<file path="src/rtl/debug_display_pkg.sv">
// Shared constants and state encoding for the debug display scanner.
// OFF/ERR words are 32-bit and zero-extended by users that need wider buses.
package debug_display_pkg;

  localparam logic [31:0] OFF_PATTERN = 32'h0000_0FF0;
  localparam logic [31:0] ERR_PATTERN = 32'h0000_DEDE;

  typedef enum logic [1:0] {
    ST_OFF    = 2'd0,
    ST_MANUAL = 2'd1,
    ST_SCAN   = 2'd2,
    ST_HOLD   = 2'd3
  } state_t;

endpackage

</file>
<file path="src/rtl/button_debounce.sv">
// Pushbutton conditioner: 2-flop synchroniser, stable-level debouncer and
// a one-cycle pulse on each accepted rising level change.
module button_debounce #(
  parameter int DEBOUNCE_CYC = 16
) (
  input  logic clk,
  input  logic srst,
  input  logic button,
  output logic pulse
);

  localparam int CNT_W = (DEBOUNCE_CYC > 1) ? $clog2(DEBOUNCE_CYC) : 1;
  localparam logic [CNT_W-1:0] CNT_LAST = CNT_W'(DEBOUNCE_CYC - 1);

  logic             sync1_reg;
  logic             sync2_reg;
  logic             stable_reg;
  logic             pulse_reg;
  logic [CNT_W-1:0] cnt_reg;

  always_ff @(posedge clk) begin
    if (srst) begin
      sync1_reg  <= 1'b0;
      sync2_reg  <= 1'b0;
      stable_reg <= 1'b0;
      pulse_reg  <= 1'b0;
      cnt_reg    <= '0;
    end else begin
      sync1_reg <= button;
      sync2_reg <= sync1_reg;
      pulse_reg <= 1'b0;
      // Any cycle agreeing with the accepted level restarts the stability window.
      if (sync2_reg == stable_reg) begin
        cnt_reg <= '0;
      end else if (cnt_reg == CNT_LAST) begin
        cnt_reg    <= '0;
        stable_reg <= sync2_reg;
        pulse_reg  <= sync2_reg;
      end else begin
        cnt_reg <= cnt_reg + 1'b1;
      end
    end
  end

  assign pulse = pulse_reg;

endmodule

</file>
<file path="src/rtl/debug_display_scanner.sv">
// Selects one of NUM_CH debug channels onto a registered hex display bus,
// by switch, by timed auto-scan, or frozen with single-step from a button.
module debug_display_scanner
  import debug_display_pkg::*;
#(
  parameter int NUM_CH       = 19,
  parameter int DATA_W       = 32,
  parameter int SEL_W        = 5,
  parameter int DWELL_CYC    = 50_000_000,
  parameter int DEBOUNCE_CYC = 16
) (
  input  logic                     Clock,
  input  logic                     Reset,
  input  logic [NUM_CH*DATA_W-1:0] Channel_Data,
  input  logic [SEL_W-1:0]         Display_Select,
  input  logic                     Display_Enable,
  input  logic                     Scan_Mode,
  input  logic                     Freeze,
  input  logic                     Step_Button,
  output logic [DATA_W-1:0]        HexDisplay32Bits,
  output logic [SEL_W-1:0]         Active_Channel,
  output logic                     Display_Valid
);

  localparam int DW_W = (DWELL_CYC > 1) ? $clog2(DWELL_CYC) : 1;
  localparam logic [DW_W-1:0]   DWELL_LAST = DW_W'(DWELL_CYC - 1);
  localparam logic [SEL_W-1:0]  LAST_CH    = SEL_W'(NUM_CH - 1);
  localparam logic [DATA_W-1:0] OFF_WORD   = DATA_W'(OFF_PATTERN);
  localparam logic [DATA_W-1:0] ERR_WORD   = DATA_W'(ERR_PATTERN);

  state_t state_reg, state_next;

  logic [SEL_W-1:0]  idx_reg, idx_next;
  logic [DW_W-1:0]   dwell_reg, dwell_next;
  logic [DATA_W-1:0] word_reg, word_next;
  logic [SEL_W-1:0]  active_reg, active_next;
  logic              valid_reg, valid_next;
  logic              step_pulse;
  logic              sel_in_range;

  logic [DATA_W-1:0] ch_arr [NUM_CH];

  generate
    for (genvar gi = 0; gi < NUM_CH; gi++) begin : g_unpack
      assign ch_arr[gi] = Channel_Data[gi*DATA_W +: DATA_W];
    end
  endgenerate

  button_debounce #(
    .DEBOUNCE_CYC(DEBOUNCE_CYC)
  ) u_step_debounce (
    .clk   (Clock),
    .srst  (Reset),
    .button(Step_Button),
    .pulse (step_pulse)
  );

  function automatic logic [SEL_W-1:0] wrap_inc(input logic [SEL_W-1:0] i);
    return (i == LAST_CH) ? '0 : i + 1'b1;
  endfunction

  assign sel_in_range = ({1'b0, Display_Select} < (SEL_W + 1)'(NUM_CH));

  always_ff @(posedge Clock) begin
    if (Reset) begin
      state_reg <= ST_OFF;
    end else begin
      state_reg <= state_next;
    end
  end

  always_comb begin
    state_next = ST_MANUAL;
    if (!Display_Enable) begin
      state_next = ST_OFF;
    end else if (Freeze) begin
      state_next = ST_HOLD;
    end else if (Scan_Mode) begin
      state_next = ST_SCAN;
    end
  end

  // Outputs are computed for the state being entered, so any input change
  // reaches the display after exactly one edge.
  always_comb begin
    idx_next    = idx_reg;
    dwell_next  = dwell_reg;
    word_next   = word_reg;
    active_next = active_reg;
    valid_next  = valid_reg;
    case (state_next)
      ST_OFF: begin
        word_next  = OFF_WORD;
        valid_next = 1'b0;
      end
      ST_MANUAL: begin
        dwell_next  = '0;
        active_next = Display_Select;
        if (sel_in_range) begin
          idx_next   = Display_Select;
          word_next  = ch_arr[Display_Select];
          valid_next = 1'b1;
        end else begin
          word_next  = ERR_WORD;
          valid_next = 1'b0;
        end
      end
      ST_SCAN: begin
        if (dwell_reg == DWELL_LAST) begin
          dwell_next = '0;
          idx_next   = wrap_inc(idx_reg);
        end else begin
          dwell_next = dwell_reg + 1'b1;
        end
        word_next   = ch_arr[idx_next];
        active_next = idx_next;
        valid_next  = 1'b1;
      end
      ST_HOLD: begin
        // A step only counts while already frozen; a pulse coinciding with
        // Freeze edges is dropped.
        if (step_pulse && (state_reg == ST_HOLD)) begin
          idx_next    = wrap_inc(idx_reg);
          word_next   = ch_arr[idx_next];
          active_next = idx_next;
          valid_next  = 1'b1;
        end
      end
      default: begin
        word_next  = OFF_WORD;
        valid_next = 1'b0;
      end
    endcase
  end

  always_ff @(posedge Clock) begin
    if (Reset) begin
      idx_reg    <= '0;
      dwell_reg  <= '0;
      word_reg   <= OFF_WORD;
      active_reg <= '0;
      valid_reg  <= 1'b0;
    end else begin
      idx_reg    <= idx_next;
      dwell_reg  <= dwell_next;
      word_reg   <= word_next;
      active_reg <= active_next;
      valid_reg  <= valid_next;
    end
  end

  assign HexDisplay32Bits = word_reg;
  assign Active_Channel   = active_reg;
  assign Display_Valid    = valid_reg;

endmodule

</file>
<file path="config.mk">
export PLATFORM = sky130hd
export DESIGN_NAME = debug_display_scanner
export DESIGN_NICKNAME = d
export VERILOG_FILES = /design/src/rtl/debug_display_pkg.sv /design/src/rtl/button_debounce.sv /design/src/rtl/debug_display_scanner.sv
export SDC_FILE = /design/constraint.sdc
export NUM_CORES = 1
export LEC_CHECK = 0
export CELL_PAD_IN_SITES_DETAIL_PLACEMENT = 1
export CELL_PAD_IN_SITES_GLOBAL_PLACEMENT = 2
export CORE_MARGIN = 5
export CORE_UTILIZATION = 23
export DETAILED_ROUTE_END_ITERATION = 8
export PLACE_DENSITY = 0.77
export SYNTH_ARGS = -nofsm -noshare
export SYNTH_HDL_FRONTEND = slang
export SYNTH_HIERARCHICAL = 1
export SYNTH_SLANG_ARGS = --single-unit
export TNS_END_PERCENT = 5
</file>
<file path="constraint.sdc">
create_clock -name Clock -period 4.7 [get_ports Clock]
set_clock_uncertainty 0.05 [all_clocks]
set_input_delay 0.47 -clock Clock [delete_from_list [all_inputs] [get_ports Clock]]
set_output_delay 0.47 -clock Clock [all_outputs]
set_load 0.005 [all_outputs]
</file>
* Yosys cells after proc, flatten, opt, wreduce, memory -nomap -nowiden
Index checks and enable logic that the tools add are counted.
** Operators by class
- Mux-type cells :: 27
- $add $sub $neg :: 3
- Eq/ne operators :: 10
- Order comparisons :: 4
- Bitwise gates (word level) :: 5
- Reductions and logical operators :: 9
** Operators by type and width (number)
- binary-select mux 32 bit (select 5 bit) :: 3
- 2-to-1 mux 32 bit :: 8
- case mux 32 bit (4 select lines) :: 1
- case mux 26 bit (2 select lines) :: 1
- case mux 5 bit (3 select lines) :: 2
- adder 26 x 1 -> 26 bit, second input constant :: 1
- == test 26 bit, second input constant :: 1
- 2-to-1 mux 26 bit :: 1
- 2-to-1 mux 5 bit :: 5
- >= comparator 6 bit, second input constant :: 3
- inverter 5 -> 6 bit :: 3
- == test 2 bit, second input constant :: 3
- 2-to-1 mux 2 bit :: 3
- OR reduction 3 bit :: 2
- adder 5 x 1 -> 5 bit, second input constant :: 1
- == test 5 bit, second input constant :: 1
- < comparator 5 bit, second input constant :: 1
- adder 4 x 1 -> 4 bit, second input constant :: 1
- == test 4 bit, second input constant :: 1
- inequality test 2 bit, second input constant :: 2
- case mux 1 bit (4 select lines) :: 1
- AND reduction 2 bit :: 2
- AND reduction 3 bit :: 1
- nonzero test 3 bit :: 1
- 7 further kinds :: 9
** Word-level totals
- Input bits :: 619
- Output and inout bits :: 38
- Bits in registers :: 79

* Longest topological paths before layout
- Word-level depth :: 10
- Gate-level depth with buffers :: 19

* Modules after synthesis
The synthesis kept the hierarchy.
** By module, submodules not included
- debug_display_scanner :: times used 1, area each 18629.1 sq um, cells each 2678, sequential area each 1421.4 sq um
- button_debounce :: times used 1, area each 281.5 sq um, cells each 25, sequential area each 160.2 sq um

* Least setup slack after synthesis
No wires, ideal clock.
- Path kind :: reg-to-reg
- Start point :: register idx_reg[0]
- End point :: register word_reg[1], in the netlist HexDisplay32Bits[1]
- Stages on the path, launching flop included :: 20
- Period minus slack after synthesis :: 4.404 ns
- Required time :: 4.517 ns
- Arrival time :: 4.221 ns
- Slack :: 0.296 ns
- Buffers on the path :: 10
- Path through :: dfxtp_1 > clkbuf_1 > inv_1 > clkbuf_1 > buf_1 > clkbuf_1 > ha_1 > nor4bb_1 > clkbuf_1 > or2_2 > clkbuf_1 > clkbuf_1 > buf_1 > clkbuf_1 > buf_1 > nand3_1 > a31oi_1 > nor3_1 > a221oi_1 > o41ai_1
** Between the ends
- Longest elaborated chain between the ends :: 9
- Elaborated cells between the ends (all ways) :: 15
- Classes of those cells :: add/sub (1); eq/ne (1); mux (11); bitwise (2)
** Ends and longest elaborated chain
- start: declaration :: line debug_display_scanner.sv:33 : logic [SEL_W-1:0] idx_reg, idx_next;
- start signal: assignment :: line debug_display_scanner.sv:144 : idx_reg <= idx_next;
- adder 5 x 1 -> 5 bit / == test 5 bit (equally long branches) :: line debug_display_scanner.sv:59 : return (i == LAST_CH) ? '0 : i + 1'b1;
- 2-to-1 mux 5 bit :: line debug_display_scanner.sv:59
- 2-to-1 mux 5 bit :: line debug_display_scanner.sv:109 : if (dwell_reg == DWELL_LAST) begin
- 2-to-1 mux 5 bit :: line debug_display_scanner.sv:91 : case (state_next)
- inverter 5 -> 6 bit (implied by the code) :: line debug_display_scanner.sv:115 : word_next = ch_arr[idx_next];
- binary-select mux 32 bit (select 5 bit) :: line debug_display_scanner.sv:115
- 2-to-1 mux 32 bit (implied by the code) (2 in a row) :: line debug_display_scanner.sv:115
- case mux 32 bit (4 select lines) * :: line debug_display_scanner.sv:91
- end signal: assignment :: line debug_display_scanner.sv:146 : word_reg <= word_next;
- end: declaration :: line debug_display_scanner.sv:35 : logic [DATA_W-1:0] word_reg, word_next;
Every way passes the cells marked *; elsewhere a longest branch is shown, timed or not. The select of a mux whose other input is x is not followed.
A chain may end at the register's enable or synchronous reset.

* Worst setup path after layout
- Start point :: register dwell_reg[0]
- End point :: register word_reg[0], in the netlist HexDisplay32Bits[0]
** Between the ends
- Longest elaborated chain between the ends :: 8
** Ends and longest elaborated chain
- start: declaration :: line debug_display_scanner.sv:34 : logic [DW_W-1:0] dwell_reg, dwell_next;
- start signal: assignment :: line debug_display_scanner.sv:145 : dwell_reg <= dwell_next;
- == test 26 bit :: line debug_display_scanner.sv:109
- 2-to-1 mux 5 bit :: line debug_display_scanner.sv:109
- 2-to-1 mux 5 bit :: line debug_display_scanner.sv:91
- inverter 5 -> 6 bit (implied by the code) :: line debug_display_scanner.sv:115
- binary-select mux 32 bit (select 5 bit) :: line debug_display_scanner.sv:115
- 2-to-1 mux 32 bit (implied by the code) (2 in a row) :: line debug_display_scanner.sv:115
- case mux 32 bit (4 select lines) :: line debug_display_scanner.sv:91
Every way passes these cells. The select of a mux whose other input is x is not followed.

==> flow_summary_export.csv <==
group,metric,value,unit
cells_and_area,final_cell_mix,"nand2_1, clkdlybuf4s50_1, a21oi_1",
cells_and_area,fin_util,0.336,
synthesis,yosysWarnings,6,
cells_and_area,final_common_cell,"nand2_1",
clock_tree,path_clk_slew,0.08,ns
sta,slew_viol_final,0,
synthesis,synthArstFlopShare,0,
sta,setup_tns,0,ns
clock_tree,cts_resized,0,
global_routing,grt_usage,0.311,
routing,routed_wl,145000,um
global_routing,grt_antenna_before_repair,52,
routing,detail-route-antenna-nets,0,
global_routing,grt_start_max_net_pins,128,
sta,layout_min_cycle_time,4.38,ns
clock_tree,cts_tree,"built",
placement,gp_congestion,0.951,
setup_path,critPathRequiredTime,4.91,ns
clock_tree,cts_buffer_depth,2,
routing,drt-initial-drc-count,3117,
clock_tree,htree_levels,3,
synthesis,synth_seq_cells,79,
clock_tree,cts_setup_buffers,0,
placement,dpl_cell_area,27100,um2
cells_and_area,area_growth,45.6,%
cells_and_area,postLayoutCellArea,27500,um2
setup_path,worstSetupPathType,"register to register",
clock_tree,hold_buffers,0,
job,maxCapViolCount,0,
routing,drcViolationCount,0,
routing,wl_per_cell,33.4,um
clock_tree,cts.sinks,79,
placement,place_inst,4284,
floorplan,die_w,297,um
status,status,"finished clean",
sta,rsz0062_at_grt,"no",
clock_tree,cts_buffers,9,
power,powerDensity,172,nW/um2
synthesis,syn_area,18900,um2
setup_path,arrival,4.59,ns
routing,viasPerCell,6.30,
global_routing,grt_pass1_vias,27600,
synthesis,avgSynthCellArea,7.00,um2
synthesis,synth_edf_count,0,
floorplan,ioPinCount,657,
sta,tightest_slew,1.32,ns
floorplan,coreArea,81800,um2
floorplan,die_area,88100,um2
cells_and_area,largest_reg_flops,32,
placement,dp_hpwl,109000,um
global_routing,grt_pass1_wl,205000,um
power,irDropWorstVdd,0.000169,V
sta,period_share,0.931,
cells_and_area,final_nets,3848,
floorplan,start_util,0.231,
synthesis,synth_cells,2703,
synthesis,synthFlopType,"dfxtp_1",
routing,first_pass_iters,6,
synthesis,yosysUniqueCellTypes,76,
synthesis,syn-num-nets,3326,
sta,clock.fmax,229,MHz
global_routing,overflow,0,
cells_and_area,drive_gt1_frac,0.120,
sta,relSlewSlack,0.118,
sta,hold_violations,0,
setup_path,cp_max_fo,44,
worst_hold_path,hold_path.class,"register to register",
clock_tree,cts_root_buf,"clkbuf_16",
placement,io_buffer_count,656,
clock_tree,clk_latency,0.39,ns
floorplan,placementRows,105,
routing,vias,27400,
power,p_leak,9.48,nW
floorplan,die_h,297,um
synthesis,ys_seq_area_frac,0.0836,
setup_path,worstSetupEndpointType,"register",
cells_and_area,fin_cells,4342,
sta,setup_violations,0,
setup_path,worstSetupStartpointType,"register",
==> logic make-up (layout without fill, tap and decap cells) <==
| family | Yosys count | in the layout | share of synthesized area |
|---|---|---|---|
| xor+xnor | 14 | 14 | 0.00648 |
| fa+ha+maj | 4 | 4 | 0.00265 |
| simple gates | 1202 | 1202 | 0.276 |
| flops | 79 | 79 | 0.0836 |
| mux | 303 | 303 | 0.264 |
| other cells | 0 | 43 | 0 |
| compound gates | 794 | 794 | 0.299 |
| buf+inv | 307 | 833 | 0.0668 |
==> where the power goes <==
group / total [mW] / switching, mW / internal [mW]
clock: 0.861 / 0.428 / 0.433
sequential: 0.731 / 0.0353 / 0.696
combinational: 3.15 / 1.80 / 1.36
total: 4.74 / 2.26 / 2.48
==> synthesized netlist by cell type, types with 38 or more instances <==
library cell	count	area share
nand2_1	752	0.15
clkbuf_1	193	0.038
a21oi_1	162	0.043
mux4_2	156	0.19
nand3_1	146	0.039
a221oi_1	139	0.064
mux2i_1	134	0.071
a31oi_1	96	0.032
nor2_1	95	0.019
dfxtp_1	79	0.084
o21ai_0	79	0.021
buf_1	59	0.012
nor3_1	58	0.015
a311oi_1	52	0.024
a32oi_1	40	0.019
a211oi_1	39	0.015
and3_1	38	0.013
==> metal layers <==
layer,vias up,share of wire,global-route usage
met4,12,0.041,0.131
met5,-,0.00053,0
met2,1660,0.47,0.509
li1,11600,-,-
met1,13800,0.41,0.405
met3,313,0.084,0.0539
==> cell type report <==
class                      count  area, um2
tap                         1070       1340
inverter                      16       62.6
fill                        9966      54300
timing repair buffer         802       7850
clock buffer                  10        239
sequential                    79       1590
multi-input combinational   2317      16300
clock inverter                 5       65.1
antenna                       43        108
==> path summary, 6_finish.rpt <==
kind | to | slack [ns] | cells after the start | startpoint
worst max-delay path | HexDisplay32Bits[0] | 0.32 | 11 | dwell_reg[0]
worst min-delay path | u_step_debounce/sync2_reg | 0.41 | 1 | u_step_debounce/sync1_reg
worst max register to register | HexDisplay32Bits[0] | 0.32 | 11 | dwell_reg[0]
worst min register to register | u_step_debounce/sync2_reg | 0.41 | 1 | u_step_debounce/sync1_reg
==> through the flow <==
step	worst slack, ns	power [mW]	hold slack, ns
after CTS	0.342	4.70	0.414
final	0.325	4.74	0.408
after global placement	0.438	3.81	0.382
after global routing	0.114	4.94	0.419
after floorplan	0.296	2.26	0.364
after detailed placement	0.355	3.83	0.400
==> critical path: stages, from the launching register on <==
cell	delay [ns]
dfxtp_1	0.41
ha_1	0.25
or4bb_1	0.51
or4_1	0.58
or4_2	0.80
nand2_8	0.37
buf_12	0.23
buf_12	0.20
mux2i_1	0.20
a32oi_1	0.07
a31oi_1	0.40
o31ai_1	0.13
No activity file was read; power rests on OpenSTA's default activity.
